===== src/rtl/fpu8_rr_sched_pkg.sv =====
// Shared definitions for the FPU_8 round-robin scheduler: opcode/exception codes,
// scheduler state encoding and the requester-ID width helper.
package fpu8_rr_sched_pkg;

  localparam logic [1:0] FPU_OP_ADD = 2'd0;
  localparam logic [1:0] FPU_OP_SUB = 2'd1;
  localparam logic [1:0] FPU_OP_MUL = 2'd2;
  localparam logic [1:0] FPU_OP_DIV = 2'd3;

  localparam logic [1:0] FPU_EXC_NONE = 2'd0;
  localparam logic [1:0] FPU_EXC_OVF  = 2'd1;
  localparam logic [1:0] FPU_EXC_UNF  = 2'd2;
  localparam logic [1:0] FPU_EXC_INV  = 2'd3;

  localparam int CNT_W = 4;

  typedef enum logic [1:0] {
    ST_IDLE  = 2'd0,
    ST_ISSUE = 2'd1,
    ST_WAIT  = 2'd2,
    ST_RESP  = 2'd3
  } sched_state_t;

  // Keeps the ID field at least one bit wide even for degenerate requester counts.
  function automatic int id_width(input int n_req);
    return (n_req > 1) ? $clog2(n_req) : 1;
  endfunction

endpackage


===== src/rtl/fpu8_rr_sched_if.sv =====
// Bus interfaces of the scheduler: requester/response fabric and the FPU_8 datapath.
interface fpu8_req_if #(parameter int N_REQ = 4) ();
  localparam int ID_W = fpu8_rr_sched_pkg::id_width(N_REQ);

  logic [N_REQ-1:0]   valid;
  logic [N_REQ-1:0]   ready;
  logic [8*N_REQ-1:0] op_a;
  logic [8*N_REQ-1:0] op_b;
  logic [2*N_REQ-1:0] operation;
  logic [N_REQ-1:0]   round;

  logic               rsp_valid;
  logic               rsp_ready;
  logic [ID_W-1:0]    rsp_id;
  logic [7:0]         rsp_result;
  logic               rsp_is_exc;
  logic [1:0]         rsp_exc;

  modport master (
    output valid, op_a, op_b, operation, round, rsp_ready,
    input  ready, rsp_valid, rsp_id, rsp_result, rsp_is_exc, rsp_exc
  );

  modport slave (
    input  valid, op_a, op_b, operation, round, rsp_ready,
    output ready, rsp_valid, rsp_id, rsp_result, rsp_is_exc, rsp_exc
  );
endinterface

interface fpu8_fpu_if ();
  logic       fp_start;
  logic [7:0] op_a;
  logic [7:0] op_b;
  logic [1:0] fp_operation;
  logic       fp_round_mode;
  logic [7:0] op_result;
  logic       op_is_exception;
  logic [1:0] fp_exception;

  modport master (
    output fp_start, op_a, op_b, fp_operation, fp_round_mode,
    input  op_result, op_is_exception, fp_exception
  );

  modport slave (
    input  fp_start, op_a, op_b, fp_operation, fp_round_mode,
    output op_result, op_is_exception, fp_exception
  );
endinterface


===== src/rtl/fpu8_rr_sched_pick.sv =====
// Combinational round-robin picker: first valid requester at or above ptr, wrapping
// N_REQ-1 -> 0; works for any N_REQ, power of two or not.
module fpu8_rr_pick #(
  parameter int N_REQ = 4,
  parameter int ID_W  = 2
) (
  input  logic [N_REQ-1:0] valid,
  input  logic [ID_W-1:0]  ptr,
  output logic [N_REQ-1:0] grant,
  output logic [ID_W-1:0]  grant_idx,
  output logic             any
);

  always_comb begin
    int idx;
    grant     = '0;
    grant_idx = '0;
    any       = 1'b0;
    idx       = 0;
    for (int k = 0; k < N_REQ; k++) begin
      idx = int'(ptr) + k;
      if (idx >= N_REQ) idx = idx - N_REQ;
      if (!any && valid[idx]) begin
        any        = 1'b1;
        grant_idx  = ID_W'(idx);
        grant[idx] = 1'b1;
      end
    end
  end

endmodule


===== src/rtl/fpu8_rr_sched.sv =====
// Round-robin scheduler sharing one FPU_8 between N_REQ requesters, one op in flight.
// Optional exception counter output exc_count enabled by FPU8_SCHED_EXC_CNT_EN.
//
// state    | meaning
// ST_IDLE  | arbitrate; req.ready one-hot to winner, operands latched on accept
// ST_ISSUE | fp_start high for this single cycle, latency counter loaded
// ST_WAIT  | count down FPU latency, capture result when counter reaches 0
// ST_RESP  | response held on rsp_* until rsp_ready, then ptr moves past owner
module fpu8_rr_sched
  import fpu8_rr_sched_pkg::*;
#(
  parameter int N_REQ   = 4,
  parameter int FPU_LAT = 1
) (
  input  logic       clk,
  input  logic       rst,
  fpu8_req_if.slave  req,
  fpu8_fpu_if.master fpu
`ifdef FPU8_SCHED_EXC_CNT_EN
  ,
  output logic [7:0] exc_count
`endif
);

  localparam int               ID_W     = id_width(N_REQ);
  localparam logic [ID_W-1:0]  LAST_ID  = ID_W'(N_REQ - 1);
  localparam logic [CNT_W-1:0] CNT_LOAD = CNT_W'(FPU_LAT - 1);

  sched_state_t     state;
  logic [ID_W-1:0]  ptr;
  logic [ID_W-1:0]  cur_id;
  logic [CNT_W-1:0] cnt;

  logic [N_REQ-1:0] pick_grant;
  logic [ID_W-1:0]  pick_idx;
  logic             pick_any;

  logic [7:0]       sel_a;
  logic [7:0]       sel_b;
  logic [1:0]       sel_op;
  logic             sel_rnd;

  fpu8_rr_pick #(
    .N_REQ (N_REQ),
    .ID_W  (ID_W)
  ) u_pick (
    .valid     (req.valid),
    .ptr       (ptr),
    .grant     (pick_grant),
    .grant_idx (pick_idx),
    .any       (pick_any)
  );

  // Gated by rst so no requester sees an accept while reset is asserted.
  assign req.ready = (state == ST_IDLE && !rst) ? pick_grant : '0;

  always_comb begin
    sel_a   = '0;
    sel_b   = '0;
    sel_op  = '0;
    sel_rnd = 1'b0;
    for (int i = 0; i < N_REQ; i++) begin
      if (ID_W'(i) == pick_idx) begin
        sel_a   = req.op_a[8*i +: 8];
        sel_b   = req.op_b[8*i +: 8];
        sel_op  = req.operation[2*i +: 2];
        sel_rnd = req.round[i];
      end
    end
  end

  always_ff @(posedge clk or posedge rst) begin
    if (rst) begin
      state             <= ST_IDLE;
      ptr               <= '0;
      cur_id            <= '0;
      cnt               <= '0;
      fpu.fp_start      <= 1'b0;
      fpu.op_a          <= '0;
      fpu.op_b          <= '0;
      fpu.fp_operation  <= '0;
      fpu.fp_round_mode <= 1'b0;
      req.rsp_valid     <= 1'b0;
      req.rsp_id        <= '0;
      req.rsp_result    <= '0;
      req.rsp_is_exc    <= 1'b0;
      req.rsp_exc       <= '0;
    end else begin
      fpu.fp_start <= 1'b0;
      case (state)
        ST_IDLE: begin
          if (pick_any) begin
            fpu.op_a          <= sel_a;
            fpu.op_b          <= sel_b;
            fpu.fp_operation  <= sel_op;
            fpu.fp_round_mode <= sel_rnd;
            cur_id            <= pick_idx;
            fpu.fp_start      <= 1'b1;
            state             <= ST_ISSUE;
          end
        end
        ST_ISSUE: begin
          cnt   <= CNT_LOAD;
          state <= ST_WAIT;
        end
        ST_WAIT: begin
          if (cnt == '0) begin
            req.rsp_result <= fpu.op_result;
            req.rsp_is_exc <= fpu.op_is_exception;
            req.rsp_exc    <= fpu.fp_exception;
            req.rsp_id     <= cur_id;
            req.rsp_valid  <= 1'b1;
            state          <= ST_RESP;
          end else begin
            cnt <= cnt - 1'b1;
          end
        end
        ST_RESP: begin
          if (req.rsp_ready) begin
            req.rsp_valid <= 1'b0;
            ptr           <= (cur_id == LAST_ID) ? '0 : cur_id + 1'b1;
            state         <= ST_IDLE;
          end
        end
        default: state <= ST_IDLE;
      endcase
    end
  end

`ifdef FPU8_SCHED_EXC_CNT_EN
  always_ff @(posedge clk or posedge rst) begin
    if (rst) begin
      exc_count <= '0;
    end else if (req.rsp_valid && req.rsp_ready && req.rsp_is_exc && exc_count != 8'hFF) begin
      exc_count <= exc_count + 8'd1;
    end
  end
`endif

endmodule


===== src/flat_wrapper.sv =====
// flat-port wrapper written by rule: the top's interface ports become plain ports
module fpu8_rr_sched_flat import fpu8_rr_sched_pkg::*;
#(
  parameter int N_REQ   = 4,
  parameter int FPU_LAT = 1
)
  (clk, rst, req_valid, req_op_a, req_op_b, req_operation, req_round, req_rsp_ready, req_ready, req_rsp_valid, req_rsp_id, req_rsp_result, req_rsp_is_exc, req_rsp_exc, fpu_fp_start, fpu_op_a, fpu_op_b, fpu_fp_operation, fpu_fp_round_mode, fpu_op_result, fpu_op_is_exception, fpu_fp_exception);
  fpu8_req_if #(.N_REQ(N_REQ)) req_i ();
  fpu8_fpu_if fpu_i ();
  input  logic clk;
  input  logic rst;
  input wire logic [$bits(req_i.valid)-1:0] req_valid;
  input wire logic [$bits(req_i.op_a)-1:0] req_op_a;
  input wire logic [$bits(req_i.op_b)-1:0] req_op_b;
  input wire logic [$bits(req_i.operation)-1:0] req_operation;
  input wire logic [$bits(req_i.round)-1:0] req_round;
  input wire logic [$bits(req_i.rsp_ready)-1:0] req_rsp_ready;
  output wire logic [$bits(req_i.ready)-1:0] req_ready;
  output wire logic [$bits(req_i.rsp_valid)-1:0] req_rsp_valid;
  output wire logic [$bits(req_i.rsp_id)-1:0] req_rsp_id;
  output wire logic [$bits(req_i.rsp_result)-1:0] req_rsp_result;
  output wire logic [$bits(req_i.rsp_is_exc)-1:0] req_rsp_is_exc;
  output wire logic [$bits(req_i.rsp_exc)-1:0] req_rsp_exc;
  output wire logic [$bits(fpu_i.fp_start)-1:0] fpu_fp_start;
  output wire logic [$bits(fpu_i.op_a)-1:0] fpu_op_a;
  output wire logic [$bits(fpu_i.op_b)-1:0] fpu_op_b;
  output wire logic [$bits(fpu_i.fp_operation)-1:0] fpu_fp_operation;
  output wire logic [$bits(fpu_i.fp_round_mode)-1:0] fpu_fp_round_mode;
  input wire logic [$bits(fpu_i.op_result)-1:0] fpu_op_result;
  input wire logic [$bits(fpu_i.op_is_exception)-1:0] fpu_op_is_exception;
  input wire logic [$bits(fpu_i.fp_exception)-1:0] fpu_fp_exception;
  assign req_i.valid = req_valid;
  assign req_i.op_a = req_op_a;
  assign req_i.op_b = req_op_b;
  assign req_i.operation = req_operation;
  assign req_i.round = req_round;
  assign req_i.rsp_ready = req_rsp_ready;
  assign req_ready = req_i.ready;
  assign req_rsp_valid = req_i.rsp_valid;
  assign req_rsp_id = req_i.rsp_id;
  assign req_rsp_result = req_i.rsp_result;
  assign req_rsp_is_exc = req_i.rsp_is_exc;
  assign req_rsp_exc = req_i.rsp_exc;
  assign fpu_fp_start = fpu_i.fp_start;
  assign fpu_op_a = fpu_i.op_a;
  assign fpu_op_b = fpu_i.op_b;
  assign fpu_fp_operation = fpu_i.fp_operation;
  assign fpu_fp_round_mode = fpu_i.fp_round_mode;
  assign fpu_i.op_result = fpu_op_result;
  assign fpu_i.op_is_exception = fpu_op_is_exception;
  assign fpu_i.fp_exception = fpu_fp_exception;
  fpu8_rr_sched #(.N_REQ(N_REQ), .FPU_LAT(FPU_LAT)) u_core (.clk(clk), .rst(rst), .req(req_i), .fpu(fpu_i));
endmodule

===== config.mk =====
export PLATFORM = sky130hd
export DESIGN_NAME = fpu8_rr_sched_flat
export DESIGN_NICKNAME = d
export VERILOG_FILES = /design/src/rtl/fpu8_rr_sched_pkg.sv /design/src/rtl/fpu8_rr_sched_if.sv /design/src/rtl/fpu8_rr_sched_pick.sv /design/src/rtl/fpu8_rr_sched.sv /design/src/flat_wrapper.sv
export SDC_FILE = /design/constraint.sdc
export NUM_CORES = 1
export LEC_CHECK = 0
export CAP_MARGIN = 20
export CORE_MARGIN = 2
export CORE_UTILIZATION = 43
export CTS_CLUSTER_DIAMETER = 40
export CTS_CLUSTER_SIZE = 10
export DETAILED_ROUTE_END_ITERATION = 12
export PLACE_DENSITY_LB_ADDON = 0.1
export SYNTH_ARGS = -nofsm -noshare
export SYNTH_HDL_FRONTEND = slang
export SYNTH_SLANG_ARGS = --single-unit

===== constraint.sdc =====
create_clock -name clk -period 3.6 [get_ports clk]
set_input_delay 1.08 -clock clk [delete_from_list [all_inputs] [get_ports clk]]
set_output_delay 1.08 -clock clk [all_outputs]
set_load 0.02 [all_outputs]

Yosys cells after proc, flatten, opt, wreduce, memory -nomap -nowiden
Index checks and enable logic that the tools add are counted.
{ "word_totals": {"reg_bits": 44, "input_bits": 94, "output_inout_bits": 38} }
{ "classes": {"add_sub_neg": 9, "order_cmp": 12, "eq_ne": 11, "mux": 65, "bitwise_logic": 3, "reduce_logical": 23} }
{ "op_table": {"columns": ["operator", "count"], "rows": [
  ["32-bit by 1-bit >= comparator with 1-bit output, second input constant", 4],
  ["32-bit by 4-bit < comparator with 1-bit output, second input constant", 4],
  ["32-bit 2-to-1 mux", 4],
  ["8-bit 2-to-1 mux", 8],
  ["1-bit 2-to-1 mux", 24],
  ["2-bit 2-to-1 mux", 12],
  ["4-bit 2-to-1 mux", 6],
  ["4-bit bitwise OR", 3],
  ["3-bit by 3-bit subtractor with 4-bit output, second input constant", 3],
  ["3-bit >= comparator, second input constant", 3],
  ["1-bit binary-select mux with 2-bit select", 4],
  ["1-bit demux with 2-bit select", 4],
  ["1-bit logical AND", 8],
  ["2-bit case mux with 4 select lines", 1],
  ["4-bit case mux with 2 select lines", 1],
  ["2-bit AND reduction", 4],
  ["2-bit by 2-bit adder with 3-bit output, second input constant", 2],
  ["2-bit equality test, second input constant", 3],
  ["3-bit AND reduction", 2],
  ["2-bit equality test, first input constant", 2],
  ["1-bit zero test", 4],
  ["2-bit zero test", 2],
  ["4-bit zero test", 1],
  ["2-bit by 1-bit != test with 1-bit output, second input constant", 2],
  ["other kinds (10)", 12]
]} }

Longest topological paths before layout
Gate-level depths: netlist of run 1.
{ "logic_depth": {"depth_word": 20, "mapped_depth": 12, "mapped_depth_nobuf": 8} }

By module
Synthesis of run 1 repeated with hierarchy kept, for this count alone.
{ "unflattened": {"hier_cells": 249, "hier_area_um2": 2758.9} }
{ "by_module_without_submodules": {"columns": ["mod", "instances", "cells_per_inst", "area_each_um2"], "rows": [
  ["fpu8_rr_sched", 1, 201, 2298.5],
  ["fpu8_rr_pick", 1, 48, 460.4]
]} }

Least setup slack after synthesis of run 1
OpenSTA, ideal clock, no wires.
{ "synth_timing": {"kind": "input-to-output", "from": "input rst", "to": "output req_ready[0]", "arrival_ps": 2632, "required_time_ps": 2520, "path_slack_ps": -112, "cell_stages": 3, "path_buffers": 0, "cell_sequence": "inv_1 -> nand2_1 -> nor2_1"} }
{ "synth_between": {"elab_chain_cells": 3} }
{ "synth_rtl": {"columns": ["item", "line_no", "text"], "rows": [
  ["from (decl)", "flat_wrapper.sv:11", "input logic rst;"],
  ["1-bit zero test", "fpu8_rr_sched.sv:55", "assign req.ready = (state == ST_IDLE && !rst) ? pick_grant : '0;"],
  ["1-bit logical AND", "fpu8_rr_sched.sv:55", null],
  ["4-bit 2-to-1 mux", "fpu8_rr_sched.sv:55", null],
  ["to (decl)", "flat_wrapper.sv:18", "output wire logic [$bits(req_i.ready)-1:0] req_ready;"]
]} }
No other way between the ends.

Worst setup path after layout of run 1
{ "layout_timing": {"from": "input req_valid[1]", "to": "output req_ready[0]"} }
{ "layout_between": {"elab_chain_cells": 14, "elab_cells_between_ends": 29, "cone_classes": "mux: 20; bitwise: 3; reduce/logical: 6"} }
{ "layout_rtl": {"columns": ["item", "line_no", "text"], "rows": [
  ["from (decl)", "flat_wrapper.sv:12", "input wire logic [$bits(req_i.valid)-1:0] req_valid;"],
  ["1-bit binary-select mux with 2-bit select", "fpu8_rr_sched_pick.sv:23", "if (!any && valid[idx]) begin"],
  ["1-bit 2-to-1 mux (not written as such) (2 in a row)", "fpu8_rr_sched_pick.sv:23", null],
  ["1-bit 2-to-1 mux", "fpu8_rr_sched_pick.sv:23", null],
  ["1-bit zero test", "fpu8_rr_sched_pick.sv:23", null],
  ["1-bit logical AND", "fpu8_rr_sched_pick.sv:23", null],
  ["1-bit 2-to-1 mux", "fpu8_rr_sched_pick.sv:23", null],
  ["1-bit zero test", "fpu8_rr_sched_pick.sv:23", null],
  ["1-bit logical AND", "fpu8_rr_sched_pick.sv:23", null],
  ["1-bit 2-to-1 mux", "fpu8_rr_sched_pick.sv:23", null],
  ["1-bit zero test", "fpu8_rr_sched_pick.sv:23", null],
  ["1-bit logical AND", "fpu8_rr_sched_pick.sv:23", null],
  ["4-bit 2-to-1 mux *", "fpu8_rr_sched_pick.sv:23", null],
  ["4-bit 2-to-1 mux *", "fpu8_rr_sched.sv:55", null]
]} }
Every way passes the cells marked *; elsewhere a longest branch is shown, timed or not. The select of a mux whose other input is x is not followed.

==> results of run 1 <==
[metrics by stage]
stage	area, µm²	util, %	setup TNS [ns]	worst slack (ns)
2_1_floorplan	3120	-	0	0.0197
3_3_place_gp	4570	64.0	-4.47	-0.888
3_5_place_dp	4570	64.0	-5.97	-0.958
4_1_cts	4810	67.4	-0.00623	-0.00623
5_1_grt	4820	67.5	-0.199	-0.0563
6_report	4820	67.5	-0.0172	-0.00915
[worst min-delay path by stage]
stage | slack (ns) | cells past startpoint | end | startpoint
after global routing | 0.54 | 1 | u_core.req.rsp_result[6]$_DFFE_PP0P_ | u_core.req.rsp_result[6]$_DFFE_PP0P_
final | 0.51 | 2 | u_core.fpu.op_b[7]$_DFFE_PP0P_ | u_core.fpu.op_b[7]$_DFFE_PP0P_
after floorplan | 0.47 | 2 | u_core.cnt[2]$_DFFE_PP0P_ | u_core.cnt[2]$_DFFE_PP0P_
after global placement | 0.48 | 2 | u_core.req.rsp_valid$_DFFE_PP0P_ | u_core.req.rsp_valid$_DFFE_PP0P_
after detailed placement | 0.49 | 2 | u_core.req.rsp_valid$_DFFE_PP0P_ | u_core.req.rsp_valid$_DFFE_PP0P_
after CTS | 0.51 | 2 | u_core.req.rsp_valid$_DFFE_PP0P_ | u_core.req.rsp_valid$_DFFE_PP0P_
[repair_timing]
item                                    in CTS  in global routing
buffers inserted                             6                  1
pin swaps                                    6                  6
cloned                                       1                  0
endpoints found under the setup margin       4                  4
gates resized for setup                     61                  1
[metal layers]
layer / global-route usage, % / up-vias / part of all wire [%]
met5: 0 / - / 0
met4: 6.92 / 0 / 1.7
met3: 6.00 / 16 / 8.1
met2: 37.1 / 137 / 47
met1: 32.7 / 1545 / 43
li1: - / 1480 / -
[worst max-delay path, stage by stage]
cell and delay, ns:
buf_6 0.10, buf_6 0.11, mux4_2 0.47, nor2b_4 0.15, and2_4 0.17, a221oi_2 0.23, nor2_1 0.06, buf_4 0.15
[power by group]
part / switching, mW / internal, mW / total, mW
clock: 0.186 / 0.209 / 0.395
combinational: 1.69 / 1.41 / 3.10
sequential: 0.124 / 0.723 / 0.847
total: 2.00 / 2.34 / 4.34
[cells by family (layout without fill, tap and decap cells)]
| logic type | count (synthesis) | count (layout) |
|---|---|---|
| AO/OA/AOI/OAI | 90 | 90 |
| adder cells (fa/ha/maj) | 12 | 12 |
| flip-flops | 44 | 44 |
| multiplexers | 21 | 21 |
| buffers and inverters | 38 | 182 |
| AND/OR/NAND/NOR | 104 | 104 |
[cell type report]
class	count	area [µm²]	share of cell area [%]
clock inverters	3	46.3	0.961
repair buffers	164	1620	33.6
clock buffers	5	68.8	1.43
well taps	99	124	2.57
flip-flops and latches	44	1100	22.8
multi-input cells	227	1820	37.7
inverters	10	41.3	0.857
[sequential cells by signal, indices dropped and copies added, names as in the netlist, 2 cells and up]
register and count:
u_core.fpu.op_a 8, u_core.cnt 4, u_core.req.rsp_exc 2, u_core.fpu.op_b 8, u_core.req.rsp_result 8, u_core.state 2, u_core.req.rsp_id 2, u_core.fpu.fp_operation 2
u_core.ptr 2, u_core.cur_id 2
[placed cells by master, fill, tap and decap left out, drive strengths merged, types with 2 or more instances in the layout]
cell / n
inv: 10
nor3: 2
nor2b: 2
a21boi: 2
nor2: 14
mux2: 15
a221oi: 4
o21ai: 14
nand3: 41
mux2i: 2
clkbuf: 5
nand2b: 5
mux4: 4
nand4: 20
o31ai: 20
dfrtp: 44
a21bo: 19
nand3b: 2
clkdlybuf4s50: 123
a22oi: 4
a21oi: 2
buf: 41
a32oi: 20
ha: 12
a311o: 2
a311oi: 2
clkinvlp: 2
nand2: 12
==> reports/summary.txt, run 1 <==
Fin. Hold Viols: 0
Clk_skew: 0.00429 ns
Final hold slack: 0.507 ns
Core area: 7140 µm²
RePlAce Congestion: 0.835
Crit path from: req_valid[1]
Post-Syn Nets: 415
FF-to-FF Start: u_core.ptr[0]$_DFFE_PP0P_
Via density: 5.76
RSZ-0062 raised after global routing: true
TritonCTS clock tree: built
Largest net degree at the start of global routing: 45
First-pass GRT wire length: 14.8 mm
Maximum vdd drop: 0.436 mV
RR Endpoint: u_core.fpu.op_a[1]$_DFFE_PP0P_
CP required: 2.52 ns
Mux cell area share after synthesis: 9.06%
Commonest cells post-synth: dfrtp_1, nand3_1, a32oi_1, nand4_1, o31ai_1
Hold-fix buffers at CTS: 0
#FFs+latches synth: 44
Initial DRT Pass Iterations: 4
Quantity of I/O buffers inserted on ports: 131
Critical path launch point type: input pin
Top Ports: 132
Overall power: 4.34 mW
Layout fillers: 599
Status: complete, but fails checks
Die Y: 89.2 µm
Leading area contributor after synthesis: dfrtp_1
H-Tree Level Count: 2
Max frequency: 0.277 GHz
WL/cell: 17.3 µm
Final Cycle Share: 100%
Tot GR Track Use: 23.7%
Clock sinks: 44
Ys flop type: dfrtp_1
Post-Route WL: 9.55 mm
Final Worst Setup Slack: -0.00915 ns
R2R depth: 9
P&R area growth vs syn: 54.5%
Net count reported at finish: 558
Max-slew headroom: 31.0%
Simple-gate share of the synthesized area: 18.8%
Global route overflow: 0
Number of global-route vias before repair: 2996
Worst-margin pin slew: 1.03 ns
Initial antenna violation count: 0
Setup violations, final: 4
Mapped cell area: 3120 µm²
Total CTS buffers: 5
Pwr/cell area: 901 nW/µm²
Starting DRT DRC Count: 124
Post-Synth Adder-Cell Area: 4.81%
Layout cell share with drive strength beyond 1: 22.3%
# rows: 31
Number of diodes: 0
Drc violations: 0
Async S/R FF share, synth: 100%
Top post-synthesis cells by area: dfrtp_1, nand3_1, a32oi_1, mux2_2, ha_1
Worst setup EP type: output port
End of the critical path: req_ready[0]
Post-detail-place hpwl: 6.57 mm
Number of antenna-violating nets in the routed design: 0
Slew Viols, Final: 0
Critical path fanouts, max: 4
Distinct cells, synth: 46
Worst Hold Class: reg2reg
Die width: 89.2 µm
Avg Cell Area, Syn: 10.1 µm²
Initial Util: 43.7%
LEAKAGE: 1.97 nW
Via count: 3178
Yosys warning total: 0
Worst setup path class: in2out
Failing checks: setup timing
Sequential-to-total area share from yosys stat: 35.3%
Compound-Gate Fraction of Synth Area: 23.9%
Worst R2R Setup Slack: 0.64 ns
Share of the synthesized area in the top cell type: 35.3%
Syn Inst Count: 309
Max Root-Sink Buffers: 2
Clock Root Buffer: clkbuf_8
Main combinational cell family by area after synthesis: compound AO/OA/AOI/OAI gates
CP arrival: 2.53 ns
Most common cell in the netlist: dfrtp_1
Post-layout min period: 3.61 ns
Post-Place Cells: 536
MaxCap Viol Count: 0
Post-synth EDFFs: 0
Post-synthesis xor/xnor area fraction: 0%
Worst skew pair latency: 0.30 ns
Die area: 7950 µm²
Final std cells w/o fill: 552
Worst-path clk slew: 0.09 ns
(Power assumes the default switching activity.)
==> inputs of run 2 (changes only) <==
- CORE_ASPECT_RATIO: unset -> 2
==> run 2 against run 1 <==
Against the previous run: the flow still finishes with violations (setup timing); global-route usage up 1.0 points; fmax down 1.5%; largest cell class unchanged; register-to-register slack worse by 0.08 ns; count of clock-buffer cells in the layout unchanged; clock skew up 0.0027 ns; highest routed layer unchanged; hold slack about the same.
==> reports/summary.txt, run 2 (synthesized netlist as in run 1, its figures left out) <==
Commonest non-fill, non-tap cell in the layout: clkdlybuf4s50_1
Largest net degree at the start of global routing: 45
Slew Viols, Final: 0
Critical path fanouts, max: 7
Post-detail-place hpwl: 7.04 mm
Clock Root Buffer: clkbuf_16
Fin. Hold Viols: 0
Area of the multi-input gates: 1830 µm²
Number of global-route vias before repair: 3330
Initial antenna violation count: 0
P_int: 2.44 mW
Worst path max stage delay: 0.52 ns
Net Switching: 2.03 mW
Worst Hold Class: reg2reg
Layout fillers: 595
Tot GR Track Use: 24.8%
Comb pwr share: 71.1%
Clock group share of total power: 9.8%
Total CTS buffers: 5
Worst setup path class: in2out
Crit path cell chain: buf_8 -> mux4_2 -> buf_12 -> nor2b_4 -> a22oi_2 -> nor2_1 -> a221oi_2 -> nor2_1 -> buf_4
Clk_skew: 0.00695 ns
Critical path launch point type: input pin
Biggest registers after layout: u_core.fpu.op_a x8, u_core.fpu.op_b x8, u_core.req.rsp_result x8
Final core occ: 68.3%
Pwr/cell area: 915 nW/µm²
Placed cell areas: 4600 µm²
WL/cell: 17.7 µm
Die area: 8000 µm²
Core area: 7160 µm²
Post-Route WL: 9.76 mm
Failing checks: setup timing
Sw Ratio: 45.4%
LEAKAGE: 2.00 nW
Fin area: 4890 µm²
Die Y: 124 µm
Final Worst Setup Slack: -0.0638 ns
Max-slew headroom: 46.5%
H-Tree Level Count: 2
Worst slack, placed: -1.04 ns
Buf/Inv on CP: 3
Initial Util: 43.6%
Via density: 5.92
CP arrival: 2.58 ns
Worst setup EP type: output port
P&R area growth vs syn: 56.6%
Status: complete, but fails checks
Cell repeated most along the worst path: nor2_1
# rows: 44
First-pass GRT wire length: 15.9 mm
Worst-path clk slew: 0.06 ns
Layout cell share with drive strength beyond 1: 24.0%
Number of antenna-violating nets in the routed design: 0
Setup violations, final: 4
Crit path max-delay cell type: mux4_2
Global route overflow: 0
Net count reported at finish: 564
Final Cycle Share: 102%
RePlAce Congestion: 0.827
Initial DRT Pass Iterations: 4
Worst skew pair latency: 0.29 ns
Via count: 3257
Worst-margin pin slew: 0.800 ns
Max frequency: 0.273 GHz
Worst path top cell family by delay: multiplexers
Maximum vdd drop: 0.482 mV
Top Ports: 132
Clock sinks: 44
Max Root-Sink Buffers: 2
Drc violations: 0
Quantity of I/O buffers inserted on ports: 131
Register area: 1100 µm²
Number of diodes: 0
CP required: 2.52 ns
Die width: 64.2 µm
Post-layout min period: 3.66 ns
TritonCTS clock tree: built
Most frequent cells in the layout: clkdlybuf4s50_1, dfrtp_1, nand3_1, buf_4
Sequential Power Share: 19.1%
RSZ-0062 raised after global routing: true
Starting DRT DRC Count: 246
MaxCap Viol Count: 0
[run 2: path summary, 6_finish.rpt]
path,start,end,slack [ns],cells after the start
worst max register to register,u_core.ptr[0]$_DFFE_PP0P_,u_core.fpu.op_a[5]$_DFFE_PP0P_,0.56,11
worst min register to register,u_core.req.rsp_result[3]$_DFFE_PP0P_,u_core.req.rsp_result[3]$_DFFE_PP0P_,0.51,1
worst max-delay path,req_valid[2],req_ready[0],-0.06,9
max in group asynchronous,rst,u_core.fpu.op_a[7]$_DFFE_PP0P_,1.87,3
worst min-delay path,u_core.req.rsp_result[3]$_DFFE_PP0P_,u_core.req.rsp_result[3]$_DFFE_PP0P_,0.51,1
min in group asynchronous,rst,u_core.state[1]$_DFFE_PP0P_,1.35,3
[run 2: per-layer routing]
metal,part of all wire [%],up-vias,global-route usage [%]
li1,-,1491,-
met1,40,1602,30.9
met2,51,142,42.5
met3,5.5,22,3.43
met4,2.9,0,9.51
met5,0,-,0
[run 2: metrics by stage]
stage | setup TNS, ns | power, mW | hold WS, ns | cells
global route | -0.473 | 4.75 | 0.526 | 550
detailed placement | -5.79 | 3.83 | 0.496 | 535
finish | -0.177 | 4.47 | 0.508 | 550
floorplan | 0 | 2.88 | 0.466 | 309
global placement | -3.70 | 3.72 | 0.483 | 535
CTS | -0.0408 | 4.41 | 0.510 | 549
[run 2: power groups by stage]
| stage | Combinational [mW] | Clock [mW] | Sequential [mW] |
|---|---|---|---|
| floorplan | 1.81 | 0 | 1.07 |
| global placement | 2.87 | 0 | 0.849 |
| detailed placement | 2.97 | 0 | 0.855 |
| CTS | 3.11 | 0.449 | 0.853 |
| global route | 3.41 | 0.464 | 0.883 |
| finish | 3.18 | 0.438 | 0.853 |
[run 2: cell type report]
type                    count  share of cell area (%)
well taps                  92                    2.36
inverters                  10                   0.845
repair buffers            170                    34.0
multi-input cells         227                    37.5
clock inverters             2                   0.256
flip-flops and latches     44                    22.5
clock buffers               5                    2.56
[run 2: worst register-to-register path, stage by stage (launching register included)]
cell	delay (ns)
dfrtp_1	0.35
inv_1	0.06
ha_2	0.37
mux4_2	0.58
buf_12	0.17
nor2b_4	0.19
buf_4	0.14
buf_4	0.09
o21ai_1	0.06
a21boi_2	0.58
a21bo_1	0.32
nand3_1	0.07
[run 2: timing repair]
item	CTS	global route
buffers inserted	7	0
hold buffers	0	0
pin swaps	4	4
resized for setup	53	10
setup endpoints to repair	4	4
==> inputs of run 3 (changes only) <==
- CTS_CLUSTER_SIZE: 10 -> 25
- GPL_ROUTABILITY_DRIVEN: unset -> 0
==> results of run 3 <==
Same layout as run 2: the final DEF is identical, and so are final timing and power.
